<file path="config.mk">
export PLATFORM = sky130hd
export DESIGN_NAME = fetch_unit
export DESIGN_NICKNAME = d
export VERILOG_FILES = /design/src/rtl/fetch_unit_pkg.sv /design/src/rtl/fetch_fifo.sv /design/src/rtl/fetch_unit.sv
export SDC_FILE = /design/constraint.sdc
export NUM_CORES = 1
export LEC_CHECK = 0
export ABC_AREA = 1
export BUFFER_PORTS_ARGS = -buffer_cell sky130_fd_sc_hd__clkbuf_2
export CAP_MARGIN = 5
export CORE_AREA = 8 8 221 160
export CTS_BUF_LIST = sky130_fd_sc_hd__clkbuf_8
export CTS_CLUSTER_DIAMETER = 100
export DETAILED_ROUTE_END_ITERATION = 16
export DIE_AREA = 0 0 229 168
export HOLD_SLACK_MARGIN = 0.06
export PLACE_DENSITY = 0.82
export SLEW_MARGIN = 20
export SYNTH_ARGS = -nofsm -noshare
export SYNTH_HDL_FRONTEND = slang
export SYNTH_SLANG_ARGS = --single-unit
</file>
<file path="constraint.sdc">
create_clock -name clk -period 5.5 [get_ports clk]
set_input_delay 0.825 -clock clk [delete_from_list [all_inputs] [get_ports clk]]
set_output_delay 0.825 -clock clk [all_outputs]
set_load 0.02 [all_outputs]
</file>
<file path="src/rtl/fetch_unit_pkg.sv">
// Shared fetch/decode definitions: reset vector, canonical NOP, base opcodes and the
// {pc, instr} record passed from fetch to decode.
package fetch_unit_pkg;

    localparam logic [31:0] RESET_PC_DEFAULT  = 32'h0080_0000;
    localparam logic [31:0] NOP_INSTR_DEFAULT = 32'h0000_0013;  // addi x0, x0, 0

    typedef enum logic [6:0] {
        OPC_LOAD   = 7'b0000011,
        OPC_OP_IMM = 7'b0010011,
        OPC_AUIPC  = 7'b0010111,
        OPC_STORE  = 7'b0100011,
        OPC_OP     = 7'b0110011,
        OPC_LUI    = 7'b0110111,
        OPC_BRANCH = 7'b1100011,
        OPC_JALR   = 7'b1100111,
        OPC_JAL    = 7'b1101111,
        OPC_SYSTEM = 7'b1110011
    } opcode_t;

    typedef struct packed {
        logic [31:0] pc;
        logic [31:0] instr;
    } fetch_entry_t;

    function automatic logic is_misaligned(input logic [31:0] pc);
        return pc[1:0] != 2'b00;
    endfunction

endpackage

</file>
<file path="src/rtl/fetch_fifo.sv">
// Synchronous FIFO with flush; serves as both the prefetch buffer and the in-flight
// PC tag queue of the fetch unit. DEPTH must be a power of two.
module fetch_fifo #(
    parameter int WIDTH = 32,
    parameter int DEPTH = 4
) (
    input  logic                   clk,
    input  logic                   reset_n,
    input  logic                   i_push,
    input  logic [WIDTH-1:0]       i_data,
    input  logic                   i_pop,
    input  logic                   i_flush,
    output logic [WIDTH-1:0]       o_data,
    output logic [$clog2(DEPTH):0] o_count,
    output logic                   o_full,
    output logic                   o_empty
);

    localparam int          AW       = $clog2(DEPTH);
    localparam logic [AW:0] FULL_CNT = (AW+1)'(DEPTH);

    logic [WIDTH-1:0] r_mem [DEPTH];
    logic [AW-1:0]    r_wr_ptr;
    logic [AW-1:0]    r_rd_ptr;
    logic [AW:0]      r_count;
    logic             w_do_pop;
    logic             w_do_push;

    assign w_do_pop  = i_pop && (r_count != '0);
    assign w_do_push = i_push && ((r_count != FULL_CNT) || w_do_pop);

    // NOTE: non-blocking assignments so every register updates from pre-edge values.
    always_ff @(posedge clk) begin
        if (!reset_n || i_flush) begin
            r_wr_ptr <= '0;
            r_rd_ptr <= '0;
            r_count  <= '0;
        end else begin
            if (w_do_push) r_wr_ptr <= r_wr_ptr + AW'(1);
            if (w_do_pop)  r_rd_ptr <= r_rd_ptr + AW'(1);
            r_count <= r_count + (AW+1)'(w_do_push) - (AW+1)'(w_do_pop);
        end
    end

    // NOTE: storage is deliberately not reset; r_count alone says which slots hold data.
    always_ff @(posedge clk) begin
        if (w_do_push) r_mem[r_wr_ptr] <= i_data;
        if (reset_n && !i_flush && i_push) assert (w_do_push);
    end

    assign o_data  = r_mem[r_rd_ptr];
    assign o_count = r_count;
    assign o_full  = (r_count == FULL_CNT);
    assign o_empty = (r_count == '0);

endmodule

</file>
<file path="src/rtl/fetch_unit.sv">
// Instruction fetch stage: owns the PC, keeps up to FIFO_DEPTH words in flight or
// buffered, and hands {pc, instr} to decode; redirects flush and drop stale responses.
module fetch_unit
    import fetch_unit_pkg::*;
#(
    parameter logic [31:0] RESET_PC   = RESET_PC_DEFAULT,
    parameter int          FIFO_DEPTH = 4,
    parameter logic [31:0] NOP_INSTR  = NOP_INSTR_DEFAULT
) (
    input  logic        clk,
    input  logic        reset_n,
    output logic        imem_req_valid,
    output logic [31:0] imem_req_addr,
    input  logic        imem_req_ready,
    input  logic        imem_rsp_valid,
    input  logic [31:0] imem_rsp_data,
    input  logic        redirect_valid,
    input  logic [31:0] redirect_pc,
    output logic        out_valid,
    output logic [31:0] out_pc,
    output logic [31:0] out_instr,
    output logic        out_fault,
    input  logic        out_ready
);

    localparam int          CW         = $clog2(FIFO_DEPTH) + 1;
    localparam logic [CW:0] CREDIT_MAX = (CW+1)'(FIFO_DEPTH);

    logic [31:0]   r_fetch_pc;
    logic [CW-1:0] r_outstanding;
    logic [CW-1:0] r_drop_cnt;
    logic          r_halted;
    logic          r_fault_pend;
    logic [31:0]   r_fault_pc;

    logic [CW-1:0] w_buf_count;
    logic [CW-1:0] w_tag_count;
    logic [CW-1:0] w_outstanding_nxt;
    logic          w_buf_full;
    logic          w_buf_empty;
    logic          w_tag_full;
    logic          w_tag_empty;
    fetch_entry_t  w_buf_head;
    fetch_entry_t  w_buf_wdata;
    logic [31:0]   w_tag_pc;
    logic          w_req_valid;
    logic          w_accept;
    logic          w_rsp_keep;
    logic          w_show_fault;
    logic          w_out_valid;
    logic          w_pop;
    logic          w_buf_pop;
    logic          w_fault_pop;

    // Credit: words in flight plus words buffered never exceed the buffer depth.
    assign w_req_valid = reset_n && !r_halted && !r_fault_pend && !redirect_valid
                       && (({1'b0, r_outstanding} + {1'b0, w_buf_count}) < CREDIT_MAX);
    assign w_accept    = w_req_valid && imem_req_ready;
    assign w_rsp_keep  = imem_rsp_valid && (r_drop_cnt == '0) && !redirect_valid;
    assign w_buf_wdata = '{pc: w_tag_pc, instr: imem_rsp_data};
    assign w_outstanding_nxt = r_outstanding + CW'(w_accept) - CW'(imem_rsp_valid);

    // A pending fault is presented only once older buffered words have drained.
    assign w_show_fault = r_fault_pend && w_buf_empty;
    assign w_out_valid  = reset_n && !redirect_valid && (w_show_fault || !w_buf_empty);
    assign w_pop        = w_out_valid && out_ready;
    assign w_buf_pop    = w_pop && !w_show_fault;
    assign w_fault_pop  = w_pop && w_show_fault;

    fetch_fifo #(.WIDTH(64), .DEPTH(FIFO_DEPTH)) u_prefetch (
        .clk     (clk),
        .reset_n (reset_n),
        .i_push  (w_rsp_keep),
        .i_data  (w_buf_wdata),
        .i_pop   (w_buf_pop),
        .i_flush (redirect_valid),
        .o_data  (w_buf_head),
        .o_count (w_buf_count),
        .o_full  (w_buf_full),
        .o_empty (w_buf_empty)
    );

    fetch_fifo #(.WIDTH(32), .DEPTH(FIFO_DEPTH)) u_tag_queue (
        .clk     (clk),
        .reset_n (reset_n),
        .i_push  (w_accept),
        .i_data  (r_fetch_pc),
        .i_pop   (imem_rsp_valid),
        .i_flush (1'b0),
        .o_data  (w_tag_pc),
        .o_count (w_tag_count),
        .o_full  (w_tag_full),
        .o_empty (w_tag_empty)
    );

    always_ff @(posedge clk) begin
        if (!reset_n) begin
            r_fetch_pc    <= RESET_PC;
            r_outstanding <= '0;
            r_drop_cnt    <= '0;
            r_halted      <= 1'b0;
            r_fault_pend  <= 1'b0;
            r_fault_pc    <= '0;
        end else begin
            r_outstanding <= w_outstanding_nxt;
            if (redirect_valid) begin
                // Everything still in flight after this edge belongs to the old stream.
                r_drop_cnt   <= w_outstanding_nxt;
                r_fetch_pc   <= {redirect_pc[31:2], 2'b00};
                r_halted     <= 1'b0;
                r_fault_pend <= is_misaligned(redirect_pc);
                r_fault_pc   <= redirect_pc;
            end else begin
                if (w_accept) r_fetch_pc <= r_fetch_pc + 32'd4;
                if (imem_rsp_valid && (r_drop_cnt != '0)) r_drop_cnt <= r_drop_cnt - CW'(1);
                if (w_fault_pop) begin
                    r_fault_pend <= 1'b0;
                    r_halted     <= 1'b1;
                end
            end
            assert (w_tag_count == r_outstanding);
            assert (!(imem_rsp_valid && w_tag_empty));
            assert (!(w_accept && w_tag_full));
            assert (!(w_buf_full && (r_outstanding != '0)));
        end
    end

    assign imem_req_valid = w_req_valid;
    assign imem_req_addr  = r_fetch_pc;
    assign out_valid      = w_out_valid;

    // NOTE: every output gets a default first so no path leaves it unassigned (no latch).
    always_comb begin
        out_fault = 1'b0;
        out_pc    = '0;
        out_instr = '0;
        if (w_out_valid) begin
            if (w_show_fault) begin
                out_fault = 1'b1;
                out_pc    = r_fault_pc;
                out_instr = NOP_INSTR;
            end else begin
                out_pc    = w_buf_head.pc;
                out_instr = w_buf_head.instr;
            end
        end
    end

endmodule

</file>
==> flow_metrics.env, run 1 <==
export IMPL_dp_hpwl_mm=31.4
export IMPL_yosys_area_top_type="edfxtp_1"
export IMPL_cts_reportedPaths_clkPinSlew_ps=70
export IMPL_grt_pass1_wl_mm=74.8
export IMPL_crit_type="in2out"
export IMPL_slowest_delay_ps=700
export IMPL_netlist_top_cells_count="368 x edfxtp_1, 275 x nand2_1, 269 x nor2_1, 157 x o21ai_0, 130 x inv_1"
export IMPL_status="completed"
export IMPL_vias=13600
export IMPL_drive_above_1_share_pct=16.5
export IMPL_layout_min_cycle_time_ps=4090
export IMPL_cts_buffers_inserted=69
export IMPL_r2r_start="u_prefetch.o_count[1]$_SDFF_PP0_"
export IMPL_netlist_area_um2=18900
export IMPL_h_tree_depth=3
export IMPL_rr_worst_depth=12
export IMPL_grt_total_usage_pct=24.5
export IMPL_fp_dieArea_um2=38500
export IMPL_critPathArrivalTime_ps=3270
export IMPL_p_leak_nw=8.10
export IMPL_yosysTopAreaCellShare_pct=58.6
export IMPL_maxCapViolations=0
export IMPL_cp_max_fo=42
export IMPL_clk_path_buf_depth=3
export IMPL_cts_sinks=456
export IMPL_clock_latency_ps=610
export IMPL_finalWirelength_mm=48.4
export IMPL_fmax_mhz=244
export IMPL_via_per_inst=5.76
export IMPL_yosysSeqAreaShare_pct=67.9
export IMPL_grt_max_degree=95
export IMPL_holdPathStages=1
export IMPL_die_h_um=168
export IMPL_dp_cells=2242
export IMPL_fin_cells=2363
export IMPL_power_mw=7.52
export IMPL_relSlewSlack_pct=27.4
export IMPL_io_pins=169
export IMPL_path_cells="clkbuf_2 > inv_1 > buf_4 > nand2_4 > nor2_4 > inv_2 > buf_4 > o22ai_1 > clkbuf_2"
export IMPL_start_kind="primary input"
export IMPL_slew_violations=0
export IMPL_synth_warnings=0
export IMPL_syn2layout_area_growth_pct=13.4
export IMPL_portBuffers=166
export IMPL_synth_most_common_cell="edfxtp_1"
export IMPL_synth_edf_count=368
export IMPL_die_w_um=229
export IMPL_p_per_area_nw_per_um2=351
export IMPL_hold_end="u_prefetch.r_mem[1][6]$_DFFE_PP_"
export IMPL_core_area_um2=31800
export IMPL_cts_resized=0
export IMPL_crit_path_end_kind="output port"
export IMPL_antenna_found_initial=0
export IMPL_start_util_pct=59.3
export IMPL_period_share_pct=74.4
export IMPL_rsz0062_at_grt="false"
export IMPL_syn_inst=1719
export IMPL_r2r_end="r_drop_cnt[2]$_SDFFE_PN0P_"
export IMPL_cp_slowest_cell="inv_2"
export IMPL_ant_nets=0
export IMPL_grt_pass1_vias=13500
export IMPL_yosys_top_cells_area="edfxtp_1 59%, dfxtp_1 9.3%, nand2_1 5.5%, nor2_1 5.4%, o21ai_0 4.2%"
export IMPL_synthArstFlopShare_pct=0
export IMPL_skew_ps=29.9
export IMPL_routedWlPerCell_um=20.5
export IMPL_ys_flop_type="edfxtp_1"
export IMPL_synth_area_per_cell_um2=11.0
export IMPL_dr_pass1_iters=6
export IMPL_tns_ps=0
export IMPL_synth_seq_cells=456
export IMPL_finalSetupViolCount=0
export IMPL_post_cts_setup_buffers=0
export IMPL_ir_worst_vdd_mv=0.230
export IMPL_tightestPinTransition_ps=1090
export IMPL_num_rows=55
export IMPL_drc=0
export IMPL_required_ps=4680
export IMPL_synth_distinct_cells=46
export IMPL_hold_viol_final=0
export IMPL_hp_class="in2reg"
export IMPL_ff2ff_setup_slack_ps=2070
export IMPL_cts_tree="done"
export IMPL_grt_ovfl_total=0
export IMPL_root_buffer="clkbuf_8"
export IMPL_min_from="imem_rsp_data[6]"
export IMPL_antennaDiodeCount=0
export IMPL_drtIter0Drc=1696
export IMPL_cts_hold_fix_buffers=0
export IMPL_fin_nets=1977
export IMPL_gp_congestion=0.904
[per-stage QoR]
| step | area [µm²] | setup WS, ps | hold slack [ps] | util (%) |
|---|---|---|---|---|
| after floorplan | 18900 | 849 | 419 | - |
| after global placement | 20100 | 1270 | 431 | 63.1 |
| after detailed placement | 20100 | 1180 | 442 | 63.1 |
| after CTS | 21400 | 1460 | 396 | 67.3 |
| after global routing | 21400 | 1270 | 395 | 67.3 |
| final | 21400 | 1410 | 440 | 67.3 |
[worst max-delay path: cells and delay by family]
| family | cells | cell delay [ps] |
|---|---|---|
| buffers and inverters | 6 | 1640 |
| and+or+nand+nor | 2 | 620 |
| AOI/OAI and AO/OA | 1 | 140 |
[power breakdown]
part           internal, mW  switching (mW)
registers              3.94          0.0829
clock network          1.45            1.27
logic                 0.224           0.552
total                  5.62            1.91
[layout by cell type (no fill, tap or decap), drive strengths merged, types with 3 or more instances in the layout]
master and instances:
o221ai 5, bufinv 3, ha 18, nand3 53
or2 3, o21bai 4, o21ai 160, nand2 281
clkinv 13, dfxtp 88, xnor2 3, clkinvlp 5
xor2 6, clkbuf 245, nor3 4, buf 21
nor2 272, fa 3, a21oi 102, a32o 25
edfxtp 368, inv 157, o22ai 79
[per-layer routing]
| layer | wire, µm | vias up | global-route usage (%) |
|---|---|---|---|
| met5 | 0 | - | 0 |
| met4 | 1360 | 0 | 8.77 |
| met3 | 4410 | 103 | 5.84 |
| met2 | 22500 | 674 | 39.0 |
| met1 | 20100 | 6509 | 32.9 |
| li1 | - | 6320 | - |
[layout make-up]
cell class / instances / area, µm²
Clock buffer: 79 / 1090
Clock inverter: 42 / 263
Fill cell: 2396 / 10400
Inverter: 136 / 512
Multi-Input combinational cell: 1036 / 5160
Sequential cell: 456 / 12800
Tap cell: 427 / 534
Timing Repair Buffer: 187 / 1030
[sequential cells by signal (all words and copies together), names as in the netlist, 2 cells and up, named ones only]
signal and flops:
u_prefetch.o_count 3, u_tag_queue.r_wr_ptr 2, u_prefetch.r_rd_ptr 2, imem_req_addr 30, u_tag_queue.r_rd_ptr 2, r_fault_pc 32
u_prefetch.r_wr_ptr 2, u_prefetch.r_mem 248, u_tag_queue.o_count 3, r_outstanding 3, u_tag_queue.r_mem 120, r_drop_cnt 3
[how the worst max path moves through the flow]
stage	start	endpoint	slack (ps)
floorplan	reset_n	u_prefetch.r_mem[0][0]$_DFFE_PP_	850
global placement	redirect_valid	r_drop_cnt[2]$_SDFFE_PN0P_	1270
detailed placement	redirect_valid	r_drop_cnt[2]$_SDFFE_PN0P_	1180
CTS	redirect_valid	out_pc[30]	1460
global route	flop	out_pc[27]	1270
finish	redirect_valid	out_pc[30]	1410
[kinds of logic (layout without fill, tap and decap cells)]
logic type                 Yosys count  in the layout  synth area share [%]
adders and majority gates           21             21                  1.51
buffers and inverters              228            444                  4.95
AOI/OAI and AO/OA                  385            385                  12.0
DFF                                456            456                  67.9
xor gates and xnor gates             9              9                 0.418
and+or+nand+nor                    619            619                  13.1
other                                1              2                0.0199
Power figures use the tool's default switching activity.
==> run 2: changes to the inputs <==
==> constraint.sdc (replaced) <==
create_clock -name clk -period 4.09 [get_ports clk]
set_input_delay 0.6135 -clock clk [delete_from_list [all_inputs] [get_ports clk]]
set_output_delay 0.6135 -clock clk [all_outputs]
set_load 0.02 [all_outputs]
==> run 2 against run 1 <==
Net effect: final area decreased by 0.29%; clock skew decreased by 11 ps; hold slack got worse by 180 ps; die area unchanged; routed wire length decreased by 0.68%; non-clock buffer count increased by 5; utilization decreased by 0.20 points; total power increased by 31%; critical endpoint is now out_pc[12]; largest power group unchanged; highest routed layer unchanged.
==> flow_metrics.env, run 2 (synthesized netlist as in run 1, its figures left out) <==
export IMPL_grt_max_degree=125
export IMPL_p_clk_share_pct=34.7
export IMPL_clk_path_buf_depth=3
export IMPL_start_kind="flop"
export IMPL_slowest_delay_ps=630
export IMPL_status="completed"
export IMPL_fin_area_um2=21300
export IMPL_layout_min_cycle_time_ps=3400
export IMPL_cts_tree="done"
export IMPL_pwr_share_comb_pct=10.6
export IMPL_fin_nets=1980
export IMPL_antenna_found_initial=0
export IMPL_drive_above_1_share_pct=16.3
export IMPL_path_cells="nor3_4 > nand2_4 > nor2_4 > inv_2 > o21ai_0 > clkbuf_2"
export IMPL_multi_input_area_um2=5160
export IMPL_h_tree_depth=3
export IMPL_portBuffers=166
export IMPL_hold_viol_final=0
export IMPL_grt_pass1_vias=13400
export IMPL_r2r_start="u_prefetch.o_count[1]$_SDFF_PP0_"
export IMPL_hp_class="in2reg"
export IMPL_finalSetupViolCount=0
export IMPL_regMostFlops="u_prefetch.r_mem"
export IMPL_core_area_um2=31800
export IMPL_crit_path_end_kind="output port"
export IMPL_power_share_sequential_pct=54.7
export IMPL_syn2layout_area_growth_pct=13.1
export IMPL_start_util_pct=59.3
export IMPL_seq_area_um2=12800
export IMPL_maxCapViolations=0
export IMPL_rr_worst_depth=13
export IMPL_cts_sinks=456
export IMPL_finalWirelength_mm=48.1
export IMPL_cp_max_fo=29
export IMPL_cts_hold_fix_buffers=0
export IMPL_required_ps=3480
export IMPL_p_int_mw=7.37
export IMPL_hold_end="u_prefetch.r_mem[3][24]$_DFFE_PP_"
export IMPL_ff2ff_setup_slack_ps=970
export IMPL_final_util_pct=67.1
export IMPL_gp_congestion=0.927
export IMPL_dp_hpwl_mm=31.3
export IMPL_holdWs_ps=259
export IMPL_ant_nets=0
export IMPL_fmax_mhz=294
export IMPL_tns_ps=0
export IMPL_p_sw_share_pct=25.4
export IMPL_min_from="imem_rsp_data[24]"
export IMPL_antennaDiodeCount=0
export IMPL_largest_register_ffs=248
export IMPL_grt_pass1_wl_mm=74.5
export IMPL_dr_pass1_iters=6
export IMPL_drc=0
export IMPL_relSlewSlack_pct=30.7
export IMPL_crit_type="reg2out"
export IMPL_layout_common_cells="368 x edfxtp_1, 275 x nand2_1, 261 x nor2_1"
export IMPL_top_regs="u_prefetch.r_mem x248, u_tag_queue.r_mem x120, r_fault_pc x32"
export IMPL_cts_reportedPaths_clkPinSlew_ps=70
export IMPL_vias=13700
export IMPL_slew_violations=0
export IMPL_rsz0062_at_grt="false"
export IMPL_r2r_end="u_tag_queue.o_count[2]$_SDFF_PN0_"
export IMPL_placed_area_um2=20100
export IMPL_cp_slowest_cell="o21ai_0"
export IMPL_root_buffer="clkbuf_8"
export IMPL_ir_worst_vdd_mv=0.282
export IMPL_period_share_pct=83.2
export IMPL_fin_cells=2365
export IMPL_drtIter0Drc=1700
export IMPL_post_cts_setup_buffers=0
export IMPL_grt_ovfl_total=0
export IMPL_die_h_um=168
export IMPL_cts_buffers_inserted=67
export IMPL_p_leak_nw=8.06
export IMPL_clock_latency_ps=580
export IMPL_num_rows=55
export IMPL_cts_resized=0
export IMPL_p_per_area_nw_per_um2=463
export IMPL_holdPathStages=1
export IMPL_routedWlPerCell_um=20.3
export IMPL_fp_dieArea_um2=38500
export IMPL_tightestPinTransition_ps=1040
export IMPL_skew_ps=18.5
export IMPL_setup_ws_ps=686
export IMPL_fillCellCount=2382
export IMPL_critPathArrivalTime_ps=2790
export IMPL_die_w_um=229
export IMPL_power_switching_mw=2.51
export IMPL_power_mw=9.88
export IMPL_dp_slack_ps=911
export IMPL_layout_commonest_cell="edfxtp_1"
export IMPL_io_pins=169
export IMPL_grt_total_usage_pct=24.4
export IMPL_via_per_inst=5.79
export IMPL_dp_cells=2247
run 2: worst max path at each step:
stage,start,end,cells after the start,slack (ps)
final,u_prefetch.o_count[1]$_SDFF_PP0_,out_pc[12],6,690
after global routing,u_prefetch.o_count[1]$_SDFF_PP0_,out_pc[4],6,630
after CTS,u_prefetch.o_count[1]$_SDFF_PP0_,out_pc[12],6,750
after detailed placement,redirect_valid,u_tag_queue.o_count[2]$_SDFF_PN0_,13,910
after global placement,redirect_valid,u_tag_queue.o_count[2]$_SDFF_PN0_,13,980
after floorplan,reset_n,u_prefetch.r_mem[0][0]$_DFFE_PP_,7,-350
run 2: power by group through the flow:
| stage | sequential (mW) | combinational [mW] | clock, mW |
|---|---|---|---|
| global placement | 5.49 | 0.982 | 0 |
| floorplan | 5.49 | 0.662 | 0 |
| CTS | 5.40 | 1.03 | 3.48 |
| detailed placement | 5.50 | 1.02 | 0 |
| finish | 5.41 | 1.04 | 3.43 |
| global route | 5.42 | 1.15 | 3.67 |
run 2: cell type report:
cell class	instances	share of cell area (%)
clock buffer	73	4.71
clock inverter	45	1.09
inverter	136	2.40
multi-input combinational	1036	24.2
sequential	456	60.1
tap	427	2.50
timing repair buffer	192	5.04
run 2: critical path, delay by kind of cell (launching register included):
family          cells  cell delay [ps]
simple gates        3              600
compound gates      1              630
flops               1              400
buf+inv             2              560
run 2: layer usage:
metal  track usage [%]  part of all wire (%)  routed length (µm)
met3              5.66                   9.3                4470
met4              9.24                   2.9                1380
met2              37.7                    46               22100
met1              33.4                    42               20200
met5                 0                     0                   0
